<file path="src/rtl/freq_seq_pkg.sv">
// Shared definitions for the frequency-profile sequencer: FSM state encoding,
// timing defaults and the bit layout of one profile table entry.
package freq_seq_pkg;

    // Sequencer states
    typedef enum logic [2:0] {
        ST_IDLE  = 3'd0,
        ST_INIT  = 3'd1,
        ST_FETCH = 3'd2,
        ST_LOAD  = 3'd3,
        ST_ARM   = 3'd4,
        ST_RUN   = 3'd5,
        ST_NEXT  = 3'd6,
        ST_DONE  = 3'd7
    } seq_state_t;

    // Load strobe length; the generator's edge detector needs at least 3 cycles
    localparam int LOAD_HOLD_DEF   = 4;
    // Cycles allowed for the generator to drop its finished flag after a load
    localparam int ARM_TIMEOUT_DEF = 1024;

    // Table entry layout: {pulse[15:0], pha[31:0], freq[31:0]}
    localparam int FREQ_W    = 32;
    localparam int PHA_W     = 32;
    localparam int PULSE_W   = 16;
    localparam int FREQ_LSB  = 0;
    localparam int PHA_LSB   = FREQ_LSB + FREQ_W;
    localparam int PULSE_LSB = PHA_LSB + PHA_W;
    localparam int ENTRY_W   = PULSE_LSB + PULSE_W;

    // Assemble one table entry from its three fields
    function automatic logic [ENTRY_W-1:0] pack_entry(
        input logic [FREQ_W-1:0]  freq,
        input logic [PHA_W-1:0]   pha,
        input logic [PULSE_W-1:0] pulse
    );
        return {pulse, pha, freq};
    endfunction

endpackage

</file>
<file path="src/rtl/freq_profile_table.sv">
// Profile step table: DEPTH entries written by the host at any time and read
// combinationally at the sequencer's current step index. Contents survive reset.
module freq_profile_table
    import freq_seq_pkg::*;
#(
    parameter int DEPTH = 8,
    parameter int AW    = 3
) (
    input  logic                 I_clk,
    input  logic                 I_wr_en,
    input  logic [AW-1:0]        I_wr_addr,
    input  logic [31:0]          I_wr_freq,
    input  logic [31:0]          I_wr_pha,
    input  logic [15:0]          I_wr_pulse,
    input  logic [AW-1:0]        I_rd_addr,
    output logic [ENTRY_W-1:0]   O_rd_entry
);

    logic [ENTRY_W-1:0] mem_r [DEPTH];

    // Host write port; no reset so a programmed profile survives a reset
    always_ff @(posedge I_clk) begin
        if (I_wr_en) begin
            mem_r[I_wr_addr] <= pack_entry(I_wr_freq, I_wr_pha, I_wr_pulse);
        end
    end

    assign O_rd_entry = mem_r[I_rd_addr];

endmodule

</file>
<file path="src/rtl/freq_profile_seq.sv">
// Frequency profile sequencer: walks the generator through the programmed
// steps in limited-pulse mode, waiting for each step's pulses to finish.
module freq_profile_seq
    import freq_seq_pkg::*;
#(
    parameter int DEPTH       = 8,
    parameter int AW          = 3,
    parameter int LOAD_HOLD   = LOAD_HOLD_DEF,
    parameter int ARM_TIMEOUT = ARM_TIMEOUT_DEF
) (
    input  logic          I_clk,
    input  logic          I_reset,
    input  logic          I_wr_en,
    input  logic [AW-1:0] I_wr_addr,
    input  logic [31:0]   I_wr_freq,
    input  logic [31:0]   I_wr_pha,
    input  logic [15:0]   I_wr_pulse,
    input  logic [AW-1:0] I_step_last,
    input  logic          I_loop,
    input  logic          I_start,
    input  logic          I_abort,
    input  logic          I_finished,
    output logic [31:0]   O_freq,
    output logic [31:0]   O_pha,
    output logic [1:0]    O_load,
    output logic          O_stat,
    output logic [15:0]   O_pluse_number,
    output logic          O_limited_Pluse,
    output logic [31:0]   O_init_pulse,
    output logic [AW-1:0] O_step_idx,
    output logic          O_busy,
    output logic          O_done,
    output logic          O_err
);

    localparam int HW = $clog2(LOAD_HOLD + 1);
    localparam int TW = $clog2(ARM_TIMEOUT + 1);

    seq_state_t         state_r;
    logic [AW-1:0]      step_idx_r;
    logic [HW-1:0]      hold_cnt_r;
    logic [TW-1:0]      tmo_cnt_r;
    logic               start_d_r;
    logic               fin_s1_r;
    logic               fin_s2_r;
    logic               start_edge_s;
    logic               hold_done_s;
    logic               tmo_done_s;
    logic [ENTRY_W-1:0] rd_entry_s;
    logic [31:0]        rd_freq_s;
    logic [31:0]        rd_pha_s;
    logic [15:0]        rd_pulse_s;

    freq_profile_table #(
        .DEPTH (DEPTH),
        .AW    (AW)
    ) u_table (
        .I_clk      (I_clk),
        .I_wr_en    (I_wr_en),
        .I_wr_addr  (I_wr_addr),
        .I_wr_freq  (I_wr_freq),
        .I_wr_pha   (I_wr_pha),
        .I_wr_pulse (I_wr_pulse),
        .I_rd_addr  (step_idx_r),
        .O_rd_entry (rd_entry_s)
    );

    assign rd_freq_s    = rd_entry_s[FREQ_LSB +: FREQ_W];
    assign rd_pha_s     = rd_entry_s[PHA_LSB +: PHA_W];
    assign rd_pulse_s   = rd_entry_s[PULSE_LSB +: PULSE_W];

    // The generator counter is always cleared to zero at profile start
    assign O_init_pulse = 32'd0;
    assign O_step_idx   = step_idx_r;

    assign start_edge_s = I_start & ~start_d_r;
    assign hold_done_s  = (hold_cnt_r == HW'(LOAD_HOLD - 1));
    assign tmo_done_s   = (tmo_cnt_r == TW'(ARM_TIMEOUT - 1));

    // Start edge history and two-flop synchroniser for the generator finished flag
    always_ff @(posedge I_clk or posedge I_reset) begin
        if (I_reset) begin
            start_d_r <= 1'b0;
            fin_s1_r  <= 1'b0;
            fin_s2_r  <= 1'b0;
        end else begin
            start_d_r <= I_start;
            fin_s1_r  <= I_finished;
            fin_s2_r  <= fin_s1_r;
        end
    end

    // Sequencer FSM with registered generator-facing and status outputs
    always_ff @(posedge I_clk or posedge I_reset) begin
        if (I_reset) begin
            state_r         <= ST_IDLE;
            step_idx_r      <= '0;
            hold_cnt_r      <= '0;
            tmo_cnt_r       <= '0;
            O_freq          <= 32'd0;
            O_pha           <= 32'd0;
            O_load          <= 2'b00;
            O_stat          <= 1'b0;
            O_pluse_number  <= 16'd0;
            O_limited_Pluse <= 1'b0;
            O_busy          <= 1'b0;
            O_done          <= 1'b0;
            O_err           <= 1'b0;
        end else if (I_abort) begin
            // Abort wins over start and every state transition
            state_r         <= ST_IDLE;
            hold_cnt_r      <= '0;
            tmo_cnt_r       <= '0;
            O_load          <= 2'b00;
            O_stat          <= 1'b0;
            O_limited_Pluse <= 1'b0;
            O_busy          <= 1'b0;
            O_done          <= 1'b0;
        end else begin
            O_done <= 1'b0;
            case (state_r)
                ST_IDLE, ST_DONE: begin
                    // Start while busy never reaches here, so it is ignored
                    if (start_edge_s) begin
                        step_idx_r <= '0;
                        hold_cnt_r <= '0;
                        O_err      <= 1'b0;
                        O_stat     <= 1'b1;
                        O_load     <= 2'b10;
                        O_busy     <= 1'b1;
                        state_r    <= ST_INIT;
                    end
                end
                ST_INIT: begin
                    if (hold_done_s) begin
                        O_load  <= 2'b00;
                        state_r <= ST_FETCH;
                    end else begin
                        hold_cnt_r <= hold_cnt_r + HW'(1);
                    end
                end
                ST_FETCH: begin
                    // A zero pulse count skips the step without touching the generator
                    if (rd_pulse_s == 16'd0) begin
                        state_r <= ST_NEXT;
                    end else begin
                        O_freq          <= rd_freq_s;
                        O_pha           <= rd_pha_s;
                        O_pluse_number  <= rd_pulse_s;
                        O_limited_Pluse <= 1'b1;
                        O_load          <= 2'b01;
                        hold_cnt_r      <= '0;
                        state_r         <= ST_LOAD;
                    end
                end
                ST_LOAD: begin
                    if (hold_done_s) begin
                        O_load    <= 2'b00;
                        tmo_cnt_r <= '0;
                        state_r   <= ST_ARM;
                    end else begin
                        hold_cnt_r <= hold_cnt_r + HW'(1);
                    end
                end
                ST_ARM: begin
                    // Finished dropping low means the generator took the new count
                    if (!fin_s2_r) begin
                        state_r <= ST_RUN;
                    end else if (tmo_done_s) begin
                        O_err           <= 1'b1;
                        O_stat          <= 1'b0;
                        O_limited_Pluse <= 1'b0;
                        O_busy          <= 1'b0;
                        state_r         <= ST_IDLE;
                    end else begin
                        tmo_cnt_r <= tmo_cnt_r + TW'(1);
                    end
                end
                ST_RUN: begin
                    if (fin_s2_r) begin
                        state_r <= ST_NEXT;
                    end
                end
                ST_NEXT: begin
                    if (step_idx_r != I_step_last) begin
                        step_idx_r <= step_idx_r + AW'(1);
                        state_r    <= ST_FETCH;
                    end else if (I_loop) begin
                        step_idx_r <= '0;
                        state_r    <= ST_FETCH;
                    end else begin
                        // Generator keeps O_stat and its finished level while in DONE
                        O_done  <= 1'b1;
                        O_busy  <= 1'b0;
                        state_r <= ST_DONE;
                    end
                end
                default: begin
                    O_load          <= 2'b00;
                    O_stat          <= 1'b0;
                    O_limited_Pluse <= 1'b0;
                    O_busy          <= 1'b0;
                    state_r         <= ST_IDLE;
                end
            endcase
        end
    end

endmodule

</file>
<file path="config.mk">
export PLATFORM = sky130hd
export DESIGN_NAME = freq_profile_seq
export DESIGN_NICKNAME = d
export VERILOG_FILES = /design/src/rtl/freq_seq_pkg.sv /design/src/rtl/freq_profile_table.sv /design/src/rtl/freq_profile_seq.sv
export SDC_FILE = /design/constraint.sdc
export NUM_CORES = 1
export LEC_CHECK = 0
export ABC_AREA = 1
export CORE_MARGIN = 2
export CORE_UTILIZATION = 45
export DETAILED_ROUTE_END_ITERATION = 8
export HOLD_SLACK_MARGIN = 0.15
export MAX_ROUTING_LAYER = met4
export PLACE_DENSITY = 0.66
export SYNTH_ARGS = -nofsm -noshare
export SYNTH_HDL_FRONTEND = slang
export SYNTH_SLANG_ARGS = --single-unit
</file>
<file path="constraint.sdc">
create_clock -name I_clk -period 4.1 [get_ports I_clk]
set_input_delay 0.41 -clock I_clk [delete_from_list [all_inputs] [get_ports I_clk]]
set_output_delay 0.41 -clock I_clk [all_outputs]
set_load 0.02 [all_outputs]
</file>
After elaboration in Yosys (flattened, before gate mapping)
Memories as Yosys holds them, arrays and structs flattened.
Cells that the tools add are included.
- output and inout bits: 122
- flip-flop bits (word level): 110
- logic and storage cells: 123
- RAM bits: 640
- input bits: 93
- memories: 1
- multiplexer cells: 51
- bitwise gates (word level): 4
- eq/ne operators: 27
- reductions and logical operators: 21
- $add $sub $neg: 3
- memories (name ; words ; width ; read ports ; clocked after memory_dff ; write ports ; RTL line ; RTL):
    u_table.mem_r ; 8 ; 80 ; 1 ; 0 ; 1 ; freq_profile_table.sv:19 ; logic [ENTRY_W-1:0] mem_r [DEPTH];
- operator list (cell ; number):
    3-bit 2-to-1 mux ; 16
    11-bit 2-to-1 mux ; 4
    3-bit inequality test (second input constant) ; 12
    4-bit AND reduction ; 6
    11-bit one-hot mux with 2 select lines ; 1
    3-bit one-hot mux with 7 select lines ; 1
    1-bit 2-to-1 mux ; 18
    16-bit zero test ; 1
    3-bit equality test (second input constant) ; 4
    11-bit by 1-bit adder with 11-bit output (second input constant) ; 1
    11-bit by 10-bit equality test with 1-bit output (second input constant) ; 1
    5-bit AND reduction ; 2
    3-bit by 2-bit equality test with 1-bit output (second input constant) ; 3
    3-bit one-hot mux with 3 select lines ; 1
    3-bit nonzero test ; 3
    2-bit 2-to-1 mux ; 4
    4-bit nonzero test ; 2
    3-bit by 1-bit adder with 3-bit output (second input constant) ; 2
    2-bit inequality test (second input constant) ; 3
    1-bit one-hot mux with 2 select lines ; 3
    2-bit one-hot mux with 3 select lines ; 1
    3-bit one-hot mux with 2 select lines ; 1
    6-bit AND reduction ; 1
    4-bit inequality test (second input constant) ; 1
    other kinds (10) ; 14

Logic depth before layout (Yosys ltp)
- depth after elaboration: 5
- gate-level depth with buffers: 17
- mapped depth without buffers: 15

Cells and area by module
From an unflattened synthesis, not the netlist that was laid out.
- cell total of the unflattened synthesis: 3433
- area total of the unflattened synthesis: 33109.3 um2
- modules (own cells, without submodules) (module ; instances ; area an instance (um2) ; cells an instance ; seq. area each (um2)):
    freq_profile_table ; 1 ; 27910.5 ; 2783 ; 19218.4
    freq_profile_seq ; 1 ; 5198.7 ; 650 ; 2752.6

Worst setup path before layout
OpenSTA, ideal clock, no wires.
- path kind: input to register
- start point: in I_wr_addr[0]
- end point: mem u_table.mem_r[0][0] (netlist name) (enable)
- library setup time: 0.520 ns
- buffers on the path: 0
- path slack: -0.309 ns
- arrival time: 3.889 ns
- data required time: 3.580 ns
- stages on the path: 3
- cells stage by stage: inv_1 nand2_1 nor2_1
- RTL lines (item ; RTL line ; RTL):
    start: declaration ; freq_profile_seq.sv:14 ; input logic [AW-1:0] I_wr_addr,
    end: declaration ; freq_profile_table.sv:19 ;
Straight into the memory's write port.

Worst setup path in the final report
- start point: reg step_idx_r[1], in the netlist O_step_idx[1]
- end point: reg O_pha[27]
- longest elaborated chain between the ends: 4
- ends and longest elaborated chain (item ; RTL line ; RTL):
    start: declaration ; freq_profile_seq.sv:40 ; logic [AW-1:0] step_idx_r;
    start signal: assignment ; freq_profile_seq.sv:186 ; step_idx_r <= step_idx_r + AW'(1);
    memory read 8 x 80 bit (*) ; -- ;
    16-bit zero test ; freq_profile_seq.sv:144 ; if (rd_pulse_s == 16'd0) begin
    1-bit inverter (no source line) ; -- ;
    3-bit AND reduction (no source line) ; -- ;
    end signal: assignment ; freq_profile_seq.sv:148 ; O_pha <= rd_pha_s;
    end: declaration ; freq_profile_seq.sv:24 ; output logic [31:0] O_pha,
Mark *: on every way between the ends. The rest lies on a longest branch, timed or not.
A chain may end at the register's enable or synchronous reset.

==> impl_metrics.env <==
export IMPL_synth_xor_area_share_pct=0.142
export IMPL_slowest_delay_ns=0.81
export IMPL_worst_pin_slew_ns=1.10
export IMPL_synth_avg_cell_area_sq_um=11.5
export IMPL_ys_ff_latch=750
export IMPL_switching_power_w=0.00477
export IMPL_h_tree_depth=3
export IMPL_grt_usage_pct=22.6
export IMPL_grt_ovfl_total=0
export IMPL_place_area_sq_um=33400
export IMPL_p_sw_share_pct=26.0
export IMPL_total_power_w=0.0184
export IMPL_design_area_sq_um=35800
export IMPL_synth_largest_area_cell="edfxtp_1"
export IMPL_grt_pass1_vias=20000
export IMPL_maxCapViolCount=0
export IMPL_top_level_ports=215
export IMPL_cp_end_kind="register"
export IMPL_timing_final_ws_setup_ns=1.02
export IMPL_cpMostUsedCell="nand2_1"
export IMPL_pwr_share_seq_pct=50.3
export IMPL_cts_resized=0
export IMPL_dieArea_sq_um=70600
export IMPL_hold_worst_slack_ns=0.243
export IMPL_async_flop_share_pct=14.7
export IMPL_rsz0062_at_grt="no"
export IMPL_leakage_nw=13.5
export IMPL_routedWlPerCell_microns=20.8
export IMPL_nets=2901
export IMPL_startpoint_type="register"
export IMPL_comb_power_share_pct=13.8
export IMPL_final_common_cell="edfxtp_1"
export IMPL_arrival_ns=3.64
export IMPL_crit_path_cell_trace="inv_4, nand3_1, nand2_1, nand2_1, nand2_1, nor2_1, nand2_1, nor2_1, nand2_4, nand3_4, buf_12, nand2_1, nand2_1"
export IMPL_die_w_microns=266
export IMPL_internal_power_w=0.0136
export IMPL_dp_worst_setup_slack_ns=1.07
export IMPL_finalCriticalPeriod_ns=3.08
export IMPL_critPathKind="reg -> reg"
export IMPL_synth_top_family_by_area="simple AND/OR/NAND/NOR gates"
export IMPL_die_y_microns=266
export IMPL_muxShareOfSynthArea_pct=0
export IMPL_cts_root_buf="clkbuf_16"
export IMPL_grt_pass1_wl_microns=119000
export IMPL_yosys_top_cells_area="edfxtp_1 (62%), dfrtp_1 (8.9%), nor2_1 (6.1%)"
export IMPL_vias=20600
export IMPL_max_slew_margin_pct=27.0
export IMPL_drc=0
export IMPL_postSynthCellCount=2669
export IMPL_hold_class="in -> reg"
export IMPL_synth_compound_area_share_pct=8.26
export IMPL_cts_tree="built"
export IMPL_clock_skew_ns=0.0323
export IMPL_core_sq_um=67500
export IMPL_setup_viol=0
export IMPL_ctsHoldBuffers=0
export IMPL_ys_types=34
export IMPL_first_iter_violations=1948
export IMPL_portBuffers=182
export IMPL_synth_simple_gate_area_share_pct=15.1
export IMPL_cts_inserted_buffers=77
export IMPL_worst_skew_pair_late_latency_ns=0.62
export IMPL_synth_yosys_warnings=0
export IMPL_final_antenna_net_count=0
export IMPL_pwr_density_cell_nw_per_um2=512
export IMPL_syn_to_final_growth_pct=16.3
export IMPL_clk_pin_slew_ns=0.06
export IMPL_first_pass_iters=6
export IMPL_routed_via_density=5.49
export IMPL_synth_edf_count=640
export IMPL_cp_data_required_time_ns=4.66
export IMPL_grt_start_max_net_pins=146
export IMPL_regArea_sq_um=22000
export IMPL_crit_fanout=65
export IMPL_dp_hpwl_microns=41200
export IMPL_post_cts_buffers=0
export IMPL_gp_congestion=0.821
export IMPL_synth_ff_type="edfxtp_1"
export IMPL_finalCritPeriodShare_pct=75.1
export IMPL_nFillCells=5678
export IMPL_clock_fmax_ghz=0.325
export IMPL_start_util_pct=45.6
export IMPL_clock_sinks=750
export IMPL_netlist_area_sq_um=30800
export IMPL_vdd_drop_max_v=0.000281
export IMPL_outcome="finished clean"
export IMPL_ctsLongestPathBuffers=3
export IMPL_synth_top_area_share_pct=62.4
export IMPL_yosys_area_share_adder_pct=0.162
export IMPL_finalMaxSlewViolations=0
export IMPL_critical_path_slowest_cell="dfrtp_4"
export IMPL_drt_total_wl_microns=77900
export IMPL_final_core_util_pct=53.1
export IMPL_antenna_found_initial=12
export IMPL_multi_input_area_sq_um=7500
export IMPL_p_clk_share_pct=35.9
export IMPL_num_rows=95
export IMPL_drive_gt1_share_pct=5.72
export IMPL_yosysSeqAreaShare_pct=71.3
export IMPL_hold_viol=0
export IMPL_mostFrequentLayoutCells="edfxtp_1 (640), nor2_1 (489), nand2_1 (465), o21ai_0 (282), clkdlybuf4s50_1 (182)"
## Yosys cell counts (18+ instances only)
cell type,count
dfrtp_1,110
o211a_1,64
a31oi_1,64
clkbuf_1,77
nand2_1,465
nand4_1,84
nand3_1,87
inv_1,139
edfxtp_1,640
buf_1,18
buf_4,52
buf_2,45
o21ai_0,282
nor2_1,498
## power by group through the flow
stage	Combinational [W]	Clock (W)	Sequential (W)
after global routing	0.00274	0.00697	0.00929
after global placement	0.00248	0	0.00938
after CTS	0.00254	0.00670	0.00925
after detailed placement	0.00253	0	0.00939
after floorplan	0.000904	0	0.00967
final	0.00253	0.00659	0.00924
## layer usage
metal  GRT usage, %  part of all wire (%)  up-vias
met5              -                     0        -
met4           6.83                   1.9        0
met3           4.01                   7.2      115
met2           35.5                    48      810
met1           30.3                    43    10200
li1               -                     -     9523
## metrics by stage
step | setup TNS [ns] | instances
2_1_floorplan | -143.54 | 2700
3_3_place_gp | 0 | 3598
3_5_place_dp | 0 | 3598
4_1_cts | 0 | 3740
5_1_grt | 0 | 3752
6_report | 0 | 3752
## cells by family after synthesis
family / count (synthesis)
simple gates: 1147
flops: 750
other cells: 1
fa+ha+maj: 4
xor+xnor: 5
buf+inv: 338
compound gates: 424
## worst max-delay path: cells and delay by family, from the launching register on
family | cells | cell delay [ns]
buffers and inverters | 2 | 0.77
and+or+nand+nor | 11 | 1.34
DFF | 1 | 0.81
## path summary, 6_finish.rpt
path	from	endpoint	slack, ns	depth (start not counted)
hold reg to reg	fin_s1_r$_DFF_PP0_	fin_s2_r$_DFF_PP0_	0.36	0
min in group asynchronous	I_reset	tmo_cnt_r[6]$_DFFE_PP0P_	0.34	2
setup reg to reg	O_step_idx[1]$_DFFE_PP0P_	O_pha[27]$_DFFE_PP0P_	1.02	13
hold / removal	I_finished	fin_s1_r$_DFF_PP0_	0.24	1
setup / recovery	O_step_idx[1]$_DFFE_PP0P_	O_pha[27]$_DFFE_PP0P_	1.02	13
max in group asynchronous	I_reset	O_pluse_number[8]$_DFFE_PP0P_	2.96	3
## state kept, by name (all words and copies together), names as in the netlist, 2 cells and up
signal	cells
O_step_idx	3
hold_cnt_r	3
O_load	2
O_freq	32
state_r	3
O_pha	32
O_pluse_number	16
u_table.mem_r	640
tmo_cnt_r	11
## area by class of cell
cell class                      instances  share of cell area, %
Sequential cell                       750                   61.3
Multi-Input combinational cell       1612                   20.9
Timing Repair Buffer                  220                   6.44
Clock buffer                          113                   6.16
Tap cell                              873                   3.05
Inverter                              143                   1.55
Clock inverter                         29                  0.464
Antenna cell                           12                 0.0838
Note: power is estimated with default switching activity, not from simulation.
